`src/rtl/clk_phase_rst_seq_pkg.sv`:
```
// Shared types and elaboration helpers for the fast-domain phase and reset sequencer.
package clk_phase_rst_seq_pkg;

  typedef enum logic [1:0] {
    StWaitLock = 2'd0,
    StHold     = 2'd1,
    StStagger  = 2'd2,
    StRun      = 2'd3
  } seq_state_e;

  // Width needed to index n items; never below one bit.
  function automatic int unsigned width_of(input int unsigned n);
    return (n <= 1) ? 1 : $clog2(n);
  endfunction

  function automatic int unsigned max_u(input int unsigned a, input int unsigned b);
    return (a > b) ? a : b;
  endfunction

  function automatic bit params_legal(input int unsigned ratio, input int unsigned sync_phase,
                                      input int unsigned rst_cycles, input int unsigned n_rst,
                                      input int unsigned stagger);
    return (ratio >= 2) && (ratio <= 16) && (sync_phase < ratio) && (rst_cycles >= 1) &&
           (n_rst >= 1) && (stagger >= 1);
  endfunction

endpackage

```
`src/rtl/clk_phase_rst_seq_sync_2ff.sv`:
```
// Two-flop synchroniser with synchronous active-high reset for single-bit level inputs.
module clk_phase_rst_seq_sync_2ff (
  input  logic clk_4x_s,
  input  logic rst,
  input  logic d_i,
  output logic q_o
);

  logic meta_q, meta_d;
  logic sync_q, sync_d;

  always_comb begin
    meta_d = d_i;
    sync_d = meta_q;
  end

  always_ff @(posedge clk_4x_s) begin
    if (rst) begin
      meta_q <= 1'b0;
      sync_q <= 1'b0;
    end else begin
      meta_q <= meta_d;
      sync_q <= sync_d;
    end
  end

  assign q_o = sync_q;

endmodule

```
`src/rtl/clk_phase_rst_seq.sv`:
```
// Fast-clock phase counter with aligned sync/slow strobes and a lock-qualified
// reset sequencer that releases N_RST resets in index order on slow-clock boundaries.
module clk_phase_rst_seq
  import clk_phase_rst_seq_pkg::*;
#(
  parameter int unsigned RATIO      = 4,
  parameter int unsigned SYNC_PHASE = 2,
  parameter int unsigned RST_CYCLES = 16,
  parameter int unsigned N_RST      = 2,
  parameter int unsigned STAGGER    = 4,
  parameter int unsigned LOCK_FILT  = 8,
  localparam int unsigned PW        = width_of(RATIO)
) (
  input  logic             clk_4x_s,
  input  logic             rst,
  input  logic             pll_lock,
  input  logic             ext_rst_req,
  output logic [PW-1:0]    phase,
  output logic             sync_4x,
  output logic             slow_en,
  output logic [N_RST-1:0] rst_out,
  output logic             ready
);

  localparam int unsigned CntW  = $clog2(max_u(RST_CYCLES, STAGGER)) + 1;
  localparam int unsigned IdxW  = width_of(N_RST);
  localparam int unsigned FiltW = width_of(LOCK_FILT + 1);

  if (!params_legal(RATIO, SYNC_PHASE, RST_CYCLES, N_RST, STAGGER)) begin : gen_param_err
    $error("clk_phase_rst_seq: illegal parameter set");
  end

  logic lock_s, req_s;

  clk_phase_rst_seq_sync_2ff u_sync_lock (
    .clk_4x_s (clk_4x_s),
    .rst      (rst),
    .d_i      (pll_lock),
    .q_o      (lock_s)
  );

  clk_phase_rst_seq_sync_2ff u_sync_req (
    .clk_4x_s (clk_4x_s),
    .rst      (rst),
    .d_i      (ext_rst_req),
    .q_o      (req_s)
  );

  // Phase counter and strobes; strobes decode the next phase so they line up with it.
  logic [PW-1:0] phase_q, phase_d;
  logic          sync_q, sync_d;
  logic          slow_q, slow_d;

  always_comb begin
    phase_d = (phase_q == PW'(RATIO - 1)) ? '0 : phase_q + 1'b1;
    sync_d  = (phase_d == PW'(SYNC_PHASE));
    slow_d  = (phase_d == PW'(RATIO - 1));
  end

  // Lock filter; lock_ok also drops as soon as lock_s falls, ahead of the counter clear.
  logic [FiltW-1:0] filt_q, filt_d;
  logic             lock_ok;

  always_comb begin
    if (!lock_s) begin
      filt_d = '0;
    end else if (filt_q == FiltW'(LOCK_FILT)) begin
      filt_d = filt_q;
    end else begin
      filt_d = filt_q + 1'b1;
    end
  end

  assign lock_ok = lock_s && (filt_q == FiltW'(LOCK_FILT));

  seq_state_e       state_q, state_d;
  logic [CntW-1:0]  cnt_q, cnt_d;
  logic [IdxW-1:0]  idx_q, idx_d;
  logic [N_RST-1:0] rst_out_q, rst_out_d;
  logic             ready_q, ready_d;

  always_comb begin
    state_d   = state_q;
    cnt_d     = cnt_q;
    idx_d     = idx_q;
    rst_out_d = rst_out_q;
    ready_d   = ready_q;

    if ((state_q != StWaitLock) && (!lock_ok || req_s)) begin
      state_d   = StWaitLock;
      cnt_d     = '0;
      idx_d     = '0;
      rst_out_d = '1;
      ready_d   = 1'b0;
    end else begin
      unique case (state_q)
        StWaitLock: begin
          rst_out_d = '1;
          ready_d   = 1'b0;
          if (lock_ok && !req_s) begin
            state_d = StHold;
            cnt_d   = CntW'(RST_CYCLES - 1);
          end
        end
        StHold: begin
          if (slow_q) begin
            if (cnt_q == '0) begin
              idx_d        = '0;
              cnt_d        = CntW'(STAGGER - 1);
              rst_out_d[0] = 1'b0;
              if (N_RST == 1) begin
                state_d = StRun;
                ready_d = 1'b1;
              end else begin
                state_d = StStagger;
              end
            end else begin
              cnt_d = cnt_q - 1'b1;
            end
          end
        end
        StStagger: begin
          if (slow_q) begin
            if (cnt_q == '0) begin
              idx_d     = idx_q + 1'b1;
              cnt_d     = CntW'(STAGGER - 1);
              rst_out_d = rst_out_q & ~(N_RST'(1) << idx_d);
              if (idx_d == IdxW'(N_RST - 1)) begin
                state_d = StRun;
                ready_d = 1'b1;
              end
            end else begin
              cnt_d = cnt_q - 1'b1;
            end
          end
        end
        StRun: begin
          ready_d = 1'b1;
        end
      endcase
    end
  end

  always_ff @(posedge clk_4x_s) begin
    if (rst) begin
      phase_q   <= '0;
      sync_q    <= 1'b0;
      slow_q    <= 1'b0;
      filt_q    <= '0;
      state_q   <= StWaitLock;
      cnt_q     <= '0;
      idx_q     <= '0;
      rst_out_q <= '1;
      ready_q   <= 1'b0;
    end else begin
      phase_q   <= phase_d;
      sync_q    <= sync_d;
      slow_q    <= slow_d;
      filt_q    <= filt_d;
      state_q   <= state_d;
      cnt_q     <= cnt_d;
      idx_q     <= idx_d;
      rst_out_q <= rst_out_d;
      ready_q   <= ready_d;
    end
  end

  assign phase   = phase_q;
  assign sync_4x = sync_q;
  assign slow_en = slow_q;
  assign rst_out = rst_out_q;
  assign ready   = ready_q;

endmodule

```
`config.mk`:
```
export PLATFORM = sky130hd
export DESIGN_NAME = clk_phase_rst_seq
export DESIGN_NICKNAME = d
export VERILOG_FILES = /design/src/rtl/clk_phase_rst_seq_pkg.sv /design/src/rtl/clk_phase_rst_seq_sync_2ff.sv /design/src/rtl/clk_phase_rst_seq.sv
export SDC_FILE = /design/constraint.sdc
export NUM_CORES = 1
export LEC_CHECK = 0
export ABC_CLOCK_PERIOD_IN_PS = 2000
export BUFFER_PORTS_ARGS = -buffer_cell sky130_fd_sc_hd__clkbuf_2
export CAP_MARGIN = 20
export CORE_UTILIZATION = 55
export DETAILED_ROUTE_END_ITERATION = 16
export HOLD_SLACK_MARGIN = 0.08
export PLACE_DENSITY = 0.75
export SYNTH_ARGS = -nofsm -noshare
export SYNTH_HDL_FRONTEND = slang
export SYNTH_SLANG_ARGS = --single-unit
export TNS_END_PERCENT = 10
```
`constraint.sdc`:
```
create_clock -name clk_4x_s -period 2 [get_ports clk_4x_s]
set_input_delay 0.2 -clock clk_4x_s [delete_from_list [all_inputs] [get_ports clk_4x_s]]
set_output_delay 0.2 -clock clk_4x_s [all_outputs]
set_load 0.01 [all_outputs]
```
==> results of run 1 <==
## final timing paths
kind / startpoint / endpoint / slack (ns) / cells after the start
max: cnt_q[0]$_SDFFE_PP0P_ / ready$_SDFFE_PP0P_ / 0.14 / 6
min reg2reg: u_sync_req.meta_q$_SDFF_PP0_ / u_sync_req.q_o$_SDFF_PP0_ / 0.45 / 1
max reg2reg: cnt_q[0]$_SDFFE_PP0P_ / ready$_SDFFE_PP0P_ / 0.14 / 6
min: pll_lock / u_sync_lock.meta_q$_SDFF_PP0_ / 0.1 / 2
## routing by layer
metal | global-route usage | vias up
met5 | 0 | -
met2 | 0.340 | 11
met1 | 0.254 | 415
met3 | 0.0231 | 5
met4 | 0.103 | 0
li1 | - | 461
## registers in the layout, indices dropped and copies added, names as in the netlist, 2 cells and up
name / cells
filt_q: 4
phase: 2
cnt_q: 5
state_q: 2
rst_out: 2
## where the power goes
part	switching (mW)	internal, mW	total, mW	leakage, nW
Sequential	0.0107	0.470	0.481	0.187
Combinational	0.0245	0.0202	0.0447	0.366
Clock	0.141	0.0749	0.216	0.0177
Total	0.177	0.565	0.742	0.571
## layout by cell type, fill, tap and decap left out, types with 2 or more instances in the layout
| cell | synthesis | routed |
|---|---|---|
| a21oi_1 | 5 | 5 |
| and2_1 | 2 | 2 |
| buf_4 | 0 | 5 |
| clkbuf_2 | 0 | 10 |
| clkbuf_4 | 0 | 3 |
| dfxtp_1 | 23 | 23 |
| ha_1 | 12 | 12 |
| inv_1 | 13 | 13 |
| nand2_1 | 8 | 8 |
| nand3_1 | 5 | 5 |
| nor2_1 | 11 | 11 |
| nor2b_1 | 6 | 6 |
| nor3_1 | 2 | 2 |
| o2111ai_1 | 4 | 4 |
| o211a_1 | 5 | 5 |
| o21ai_0 | 4 | 4 |
| o221a_2 | 2 | 2 |
| or3_1 | 2 | 2 |
| xor2_1 | 2 | 2 |
## cells by family after synthesis
family                   share of synthesized area
AND/OR/NAND/NOR                              0.190
AO/OA/AOI/OAI                                0.177
flip-flops                                   0.408
buffers and inverters                       0.0499
adder cells (fa/ha/maj)                      0.133
XOR/XNOR                                    0.0233
multiplexers                                0.0188
## final cells by class
cell class                      instances  share of cell area
Sequential cell                        23               0.361
Timing Repair Buffer                   15              0.0687
Inverter                               13              0.0383
Clock inverter                          1             0.00393
Tap cell                               27              0.0265
Clock buffer                            3              0.0177
Multi-Input combinational cell         84               0.484
## repair_timing
action	in CTS	in global routing
endpoints found under the hold margin	0	0
hold buffers	0	0
resized for setup	0	1
endpoints found under the setup margin	0	1
==> metrics.yaml, run 1 <==
clock_tree:
  clockBufferDepth: 2
  numCtsBuffers: 3
  cts_num_sinks: 23
  insertion_delay_ns: 0.31
  clkTransAtPathRegs_ns: 0.12
  cts_max_level: 1
  root_buffer: "clkbuf_4"
  post_cts_buffers: 0
  cts_tree: "yes"
placement:
  post-place-cells: 162
  dpl-instance-area_um2: 1240
  hpwl_um: 1540
  port_buffers: 10
  dp_slack_ns: 0.131
  gp_congestion: 0.779
synthesis:
  ys.warnings.count: 0
  postSynthCellCount: 122
  synthFlopType: "dfxtp_1"
  synth_cell_types: 32
  syn_nets: 138
  yosysMostFrequentCell: "dfxtp_1"
  ys_ff_latch: 23
  yosys.area.top_type: "dfxtp_1"
  syn_area_um2: 1130
  yosys.area.top_type_share: 0.408
  ys_seq_area_frac: 0.408
  async_reset_ff_frac: 0
  syn_area_per_cell_um2: 9.25
  synth-edff-count: 0
  synth_common_cells: "23 x dfxtp_1, 13 x inv_1, 12 x ha_1"
  synth.top_cells.by_area: "dfxtp_1 41%, ha_1 13%, o211a_1 4.4%"
job:
  maxCapViolCount: 0
sta:
  fin_ws_ns: 0.144
  maxSlewHeadroom: 0.802
  max_freq_mhz: 539
  worstMarginPinSlew_ns: 0.297
  drv_slew: 0
  setup_tns_ns: 0
  holdWs_ns: 0.0952
  finalCriticalPeriod_ns: 1.86
  clock_skew_ns: 0.00209
  setup_viol: 0
  rsz0062_at_grt: "false"
  hold_viol: 0
  period_share: 0.928
finish:
  layout-drive-gt1-share: 0.173
  multi_input_area_um2: 617
  fin_area_um2: 1270
  area.growth.synth_to_final_pct: 13.0
  final_core_util: 0.657
  seqCellArea_um2: 460
  final_net_count: 156
  final_cells: 166
  fillers: 169
  n_antenna_cell: 0
critical_path:
  critPathRequiredTime_ns: 2.27
  worst-setup-path-type: "reg2reg"
  path_buf_inv: 1
  cp-start-kind: "flop"
  max_stage_delay_ns: 0.52
  crit_slowest_cell: "or4b_4"
  cp.arrival_ns: 2.12
  crit_chain: "inv_1 -> ha_1 -> or4b_4 -> or3_1 -> a21oi_1 -> o211a_1"
  path_delay_family: "simple AND/OR/NAND/NOR gates"
  cp_max_fo: 6
  cp-end-kind: "flop"
drt:
  antenna_left: 0
  dr.pass1.iters: 4
  wl_met1_um: 993
  top_layer: "met4"
  wire_per_inst_um: 12.5
  remaining_drc_errors: 0
  route.met2.wl_um: 990
  drtIter0Drc: 17
  met3_wirelength_um: 39
  drt_wl_total_um: 2070
  viasPerCell: 5.37
  vias: 892
hold_path:
  min_path_type: "in2reg"
power:
  p_per_area_nw_per_um2: 582
  total_power_uw: 742
  ir_drop_mv: 0.521
  p_leak_nw: 0.571
grt:
  antenna_found_initial: 0
  grt_pass1_vias: 785
  grt_pass1_wl_um: 3210
  grt.overflow.total: 0
  grt_usage: 0.203
  grt_start_max_net_pins: 14
floorplanning:
  fp.coreArea_um2: 1940
  rows: 16
  die_w_um: 47.3
  start_util: 0.581
  die-area_um2: 2240
  die_h_um: 47.3
  ios: 11
run_status:
  status: "completed"
(Power assumes the default switching activity.)
==> inputs of run 2 (changes only) <==
--- a/config.mk
+++ b/config.mk
@@ -8,6 +8,7 @@
 export ABC_CLOCK_PERIOD_IN_PS = 2000
 export BUFFER_PORTS_ARGS = -buffer_cell sky130_fd_sc_hd__clkbuf_2
 export CAP_MARGIN = 20
+export CORE_MARGIN = 2
 export CORE_UTILIZATION = 55
 export DETAILED_ROUTE_END_ITERATION = 16
 export HOLD_SLACK_MARGIN = 0.08
==> constraint.sdc (replaced) <==
create_clock -name clk_4x_s -period 2 [get_ports clk_4x_s]
set_input_delay 0.2 -clock clk_4x_s [delete_from_list [all_inputs] [get_ports clk_4x_s]]
set_output_delay 0.2 -clock clk_4x_s [all_outputs]
set_load 0.1 [all_outputs]
==> metrics.yaml, run 2 (synthesized netlist as in run 1, its figures left out) <==
run_status:
  status: "completed"
drt:
  dr.pass1.iters: 4  # unchanged
  met3_wirelength_um: 62  # +59%
  remaining_drc_errors: 0  # unchanged
  wl_met1_um: 895  # -9.9%
  antenna_left: 0  # unchanged
  route.met2.wl_um: 970  # -2.0%
  drtIter0Drc: 19  # +2
  vias: 877  # -1.7%
  wire_per_inst_um: 11.7  # -6.1%
  top_layer: "met4"
  viasPerCell: 5.28  # -1.7%
  drt_wl_total_um: 1950  # -6.1%
critical_path:
  critPathRequiredTime_ns: 2.25  # -0.02 ns
  cp.arrival_ns: 2.16  # +0.04 ns
  crit_slowest_cell: "or4b_4"
  crit_start: "cnt_q[0]$_SDFFE_PP0P_"
  cp_max_fo: 6  # unchanged
  reg2reg_to: "state_q[1]$_SDFFE_PP0P_"
  path_buf_inv: 1  # unchanged
  max_stage_delay_ns: 0.53  # about the same
  cp-end-kind: "flop"
  crit_cells: 6  # unchanged
  rrSetupSlack_ns: 0.09  # -0.05 ns
  worst-setup-path-type: "reg2reg"
  rr_startpoint: "cnt_q[0]$_SDFFE_PP0P_"
  reg2reg_depth: 6  # unchanged
  cp-start-kind: "flop"
  cp-endpoint: "state_q[1]$_SDFFE_PP0P_"
  crit_chain: "inv_1 -> ha_1 -> or4b_4 -> a211oi_1 -> o211a_1 -> mux2i_1"
  path_delay_family: "simple AND/OR/NAND/NOR gates"
finish:
  final_cells: 166  # unchanged
  final_common_cell: "dfxtp_1"
  layout-drive-gt1-share: 0.158  # -0.0144
  largestRegisters: "cnt_q (5), filt_q (4)"
  regMostFlops: "cnt_q"
  largest_register_ffs: 5  # unchanged
  final_core_util: 0.653  # -0.00322
  layout_common_cells: "23 x dfxtp_1, 13 x inv_1, 12 x ha_1, 11 x nor2_1, 10 x clkbuf_2"
  n_antenna_cell: 0  # unchanged
  fillers: 191  # +13%
  area.growth.synth_to_final_pct: 12.4
  final_net_count: 156  # unchanged
clock_tree:
  clkTransAtPathRegs_ns: 0.13  # about the same
  cts_max_level: 1  # unchanged
  cts_tree: "yes"
  numCtsBuffers: 3  # unchanged
  cts_num_sinks: 23  # unchanged
  post_cts_buffers: 0  # unchanged
  clockBufferDepth: 2  # unchanged
  root_buffer: "clkbuf_4"
  post_cts_resized: 0  # unchanged
  insertion_delay_ns: 0.31  # about the same
  cts_hold_buf: 0  # unchanged
floorplanning:
  start_util: 0.581  # unchanged
  die_h_um: 49.3  # +4.2%
  fp.coreArea_um2: 1940  # unchanged
  rows: 16  # unchanged
  die-area_um2: 2430  # +8.6%
  ios: 11  # unchanged
  die_w_um: 49.3  # +4.2%
power:
  ir_drop_mv: 0.607  # +17%
  p_per_area_nw_per_um2: 626  # +7.6%
  p_leak_nw: 0.566  # -0.75%
grt:
  grt_usage: 0.180  # -0.0223
  grt.overflow.total: 0  # unchanged
  grt_start_max_net_pins: 13  # -1
  antenna_found_initial: 0  # unchanged
  grt_pass1_vias: 846  # +7.8%
  grt_pass1_wl_um: 3450  # +7.5%
sta:
  setup_viol: 0  # unchanged
  period_share: 0.955  # +0.0272
  max_freq_mhz: 523  # -2.9%
  drv_slew: 0  # unchanged
  setup_tns_ns: 0  # unchanged
  hold_viol: 0  # unchanged
  holdWs_ns: 0.0941  # -0.00110 ns
  worstMarginPinSlew_ns: 0.545  # +0.248 ns
  clock_skew_ns: 0.00540  # +0.00331 ns
  rsz0062_at_grt: "false"
  maxSlewHeadroom: 0.638  # -0.164
  finalCriticalPeriod_ns: 1.91  # +0.0545 ns
placement:
  hpwl_um: 1480  # -3.7%
  post-place-cells: 162  # unchanged
  port_buffers: 10  # unchanged
  gp_congestion: 0.780  # +0.14%
job:
  maxCapViolCount: 0  # unchanged
hold_path:
  min_path_type: "in2reg"
run 2: cell types whose count changed in the layout (fill, tap and decap cells not counted), sizes merged:
| cell | change |
|---|---|
| clkinv | -1 |
| clkbuf | +1 |
run 2: worst register-to-register path, cell delays in order, from the launching register on:
cell and delay, ns:
dfxtp_1 0.36, inv_1 0.06, ha_1 0.22, or4b_4 0.53
a211oi_1 0.27, o211a_1 0.24, mux2i_1 0.18
run 2: how the worst min path moves through the flow:
| stage | start | end | slack [ns] | depth (start not counted) |
|---|---|---|---|---|
| 2_1_floorplan | rst | phase[1]$_SDFF_PP0_ | 0.27 | 1 |
| 6_report | pll_lock | u_sync_lock.meta_q$_SDFF_PP0_ | 0.09 | 2 |
| 3_3_place_gp | pll_lock | u_sync_lock.meta_q$_SDFF_PP0_ | 0.41 | 2 |
| 5_1_grt | pll_lock | u_sync_lock.meta_q$_SDFF_PP0_ | 0.11 | 2 |
| 4_1_cts | pll_lock | u_sync_lock.meta_q$_SDFF_PP0_ | 0.09 | 2 |
| 3_5_place_dp | pll_lock | u_sync_lock.meta_q$_SDFF_PP0_ | 0.42 | 2 |
run 2: final cells by class:
class	count	area, um^2	share of cell area
clock buffer	4	26.3	0.0207
inverter	13	48.8	0.0385
multi-input combinational	84	612	0.482
sequential	23	460	0.363
tap	27	33.8	0.0266
timing repair buffer	15	87.6	0.0690
run 2: routing by layer:
| layer | GRT usage | up-vias |
|---|---|---|
| met4 | 0.0524 | 0 |
| met1 | 0.202 | 397 |
| met2 | 0.336 | 17 |
| met3 | 0.0399 | 4 |
| li1 | - | 459 |
| met5 | 0 | - |
run 2: report_power, final:
group	switching, mW	internal [mW]	total (mW)
sequential	0.0104	0.470	0.481
clock	0.138	0.0778	0.216
combinational	0.0784	0.0195	0.0979
run 2: per-stage QoR:
step	cell area (um^2)	total power [mW]	setup slack, ns
final	1270	0.795	0.0898
after global routing	1270	0.823	0.0133
after CTS	1270	0.802	0.0931
after detailed placement	1240	0.589	0.130
after global placement	1240	0.587	0.211
after floorplan	1130	0.571	0.0642
==> inputs of run 3 (changes only) <==
--- a/config.mk
+++ b/config.mk
@@ -9,10 +9,10 @@
 export BUFFER_PORTS_ARGS = -buffer_cell sky130_fd_sc_hd__clkbuf_2
 export CAP_MARGIN = 20
 export CORE_MARGIN = 2
-export CORE_UTILIZATION = 55
+export CORE_UTILIZATION = 35
 export DETAILED_ROUTE_END_ITERATION = 16
 export HOLD_SLACK_MARGIN = 0.08
-export PLACE_DENSITY = 0.75
+export RECOVER_POWER = 25
 export SYNTH_ARGS = -nofsm -noshare
 export SYNTH_HDL_FRONTEND = slang
 export SYNTH_SLANG_ARGS = --single-unit
==> metrics.yaml, run 3 (synthesized netlist as in run 1, its figures left out) <==
drt:
  remaining_drc_errors: 0  # unchanged
  wire_per_inst_um: 11.0  # -5.7%
  dr.pass1.iters: 4  # unchanged
  viasPerCell: 4.75  # -10%
  antenna_left: 0  # unchanged
  vias: 870  # -0.80%
  drt_wl_total_um: 2020  # +3.9%
  drtIter0Drc: 34  # +15
sta:
  max_freq_mhz: 545  # +4.1%
  setup_tns_ns: 0  # unchanged
  period_share: 0.918  # -0.0376
  setup_viol: 0  # unchanged
  clock_skew_ns: 0.00181  # -0.00359 ns
  rsz0062_at_grt: "false"
  hold_viol: 0  # unchanged
  finalCriticalPeriod_ns: 1.84  # -0.0751 ns
  drv_slew: 0  # unchanged
  worstMarginPinSlew_ns: 0.523  # -0.0221 ns
  fin_ws_ns: 0.165  # +0.0751 ns
  maxSlewHeadroom: 0.646  # +0.00827
clock_tree:
  cts_tree: "yes"
  numCtsBuffers: 3  # unchanged
  clockBufferDepth: 2  # unchanged
  insertion_delay_ns: 0.31  # about the same
  cts_num_sinks: 23  # unchanged
  clkTransAtPathRegs_ns: 0.12  # about the same
  root_buffer: "clkbuf_4"
  cts_max_level: 1  # unchanged
  post_cts_buffers: 0  # unchanged
run_status:
  status: "completed"
placement:
  port_buffers: 10  # unchanged
  dpl-instance-area_um2: 1260  # +1.1%
  hpwl_um: 1560  # +5.7%
  dp_slack_ns: 0.111  # -0.0188 ns
  gp_congestion: 0.759  # -2.7%
critical_path:
  cp.arrival_ns: 2.10  # -0.06 ns
  worst-setup-path-type: "reg2reg"
  cp-end-kind: "flop"
  critPathRequiredTime_ns: 2.27  # +0.02 ns
  crit_chain: "inv_1 -> ha_2 -> or4b_4 -> or3_1 -> a21oi_1 -> o211a_1"
  path_buf_inv: 1  # unchanged
  crit_slowest_cell: "or4b_4"
  path_delay_family: "simple AND/OR/NAND/NOR gates"
  cp_max_fo: 6  # unchanged
  cp-start-kind: "flop"
  max_stage_delay_ns: 0.51  # -0.02 ns
finish:
  fin_area_um2: 1300  # +2.5%
  final_core_util: 0.426  # -0.228
  layout_common_cells: "23 x dfxtp_1, 13 x inv_1, 11 x nor2_1, 11 x ha_1, 9 x clkbuf_2"
  largest_register_ffs: 5  # unchanged
  n_antenna_cell: 0  # unchanged
  regMostFlops: "cnt_q"
  final_common_cell: "dfxtp_1"
  layout-drive-gt1-share: 0.165  # +0.00719
  largestRegisters: "cnt_q (5), filt_q (4)"
  fillers: 332  # +74%
  final_net_count: 156  # unchanged
  area.growth.synth_to_final_pct: 15.2
floorplanning:
  start_util: 0.370  # -0.212
  ios: 11  # unchanged
  rows: 20  # +4
  die-area_um2: 3690  # +52%
  die_h_um: 60.8  # +23%
  fp.coreArea_um2: 3050  # +57%
  die_w_um: 60.8  # +23%
grt:
  grt.overflow.total: 0  # unchanged
  grt_pass1_vias: 770  # -9.0%
  grt_pass1_wl_um: 3390  # -1.8%
  grt_start_max_net_pins: 14  # +1
  antenna_found_initial: 0  # unchanged
  grt_usage: 0.125  # -0.0554
power:
  p_leak_nw: 0.567  # about the same
  total_power_uw: 794  # -0.13%
  ir_drop_mv: 0.468  # -23%
  p_per_area_nw_per_um2: 611  # -2.5%
hold_path:
  min_path_type: "in2reg"
job:
  maxCapViolCount: 0  # unchanged
## run 3: cell count changes in the layout (fill, tap and decap cells not counted)
cell / before / now
a211oi_1: 1 / 0
a211oi_2: 0 / 1
buf_4: 5 / 4
clkbuf_2: 10 / 9
clkinv_2: 0 / 1
dlygate4sd3_1: 0 / 1
ha_1: 12 / 11
ha_2: 0 / 1
## run 3: cell type report
type,count,area [um^2],area share
Multi-Input combinational cell,84,619,0.476
Tap cell,44,55.1,0.0423
Clock buffer,3,22.5,0.0173
Sequential cell,23,460,0.354
Timing Repair Buffer,15,88.8,0.0683
Inverter,13,48.8,0.0375
Clock inverter,1,5.00,0.00385
## run 3: path summary, 6_finish.rpt
check	start	to	slack, ns	cells past startpoint
worst max register to register	cnt_q[0]$_SDFFE_PP0P_	ready$_SDFFE_PP0P_	0.16	6
worst max-delay path	cnt_q[0]$_SDFFE_PP0P_	ready$_SDFFE_PP0P_	0.16	6
worst min-delay path	ext_rst_req	u_sync_req.meta_q$_SDFF_PP0_	0.1	2
worst min register to register	u_sync_lock.meta_q$_SDFF_PP0_	u_sync_lock.q_o$_SDFF_PP0_	0.45	1
## run 3: routing by layer
layer / track usage / part of all wire
met1: 0.146 / 0.47
met5: 0 / 0
met4: 0.0559 / 0.017
met3: 0.0384 / 0.037
met2: 0.209 / 0.48
## run 3: timing repair
item,4_1_cts,5_1_grt
setup endpoints to repair,0,2
endpoints found under the hold margin,1,0
hold buffers,1,0
resized for setup,0,2
## run 3: where the power goes
part | total [mW] | switching (mW) | internal, mW
sequential | 0.481 | 0.0110 | 0.470
combinational | 0.0999 | 0.0787 | 0.0212
clock | 0.212 | 0.138 | 0.0748
total | 0.794 | 0.227 | 0.566
## run 3: through the flow
| step | instances | hold slack [ns] |
|---|---|---|
| 6_report | 183 | 0.0991 |
| 5_1_grt | 183 | 0.101 |
| 4_1_cts | 183 | 0.0882 |
| 3_5_place_dp | 178 | 0.416 |
| 3_3_place_gp | 178 | 0.418 |
| 2_1_floorplan | 122 | 0.267 |
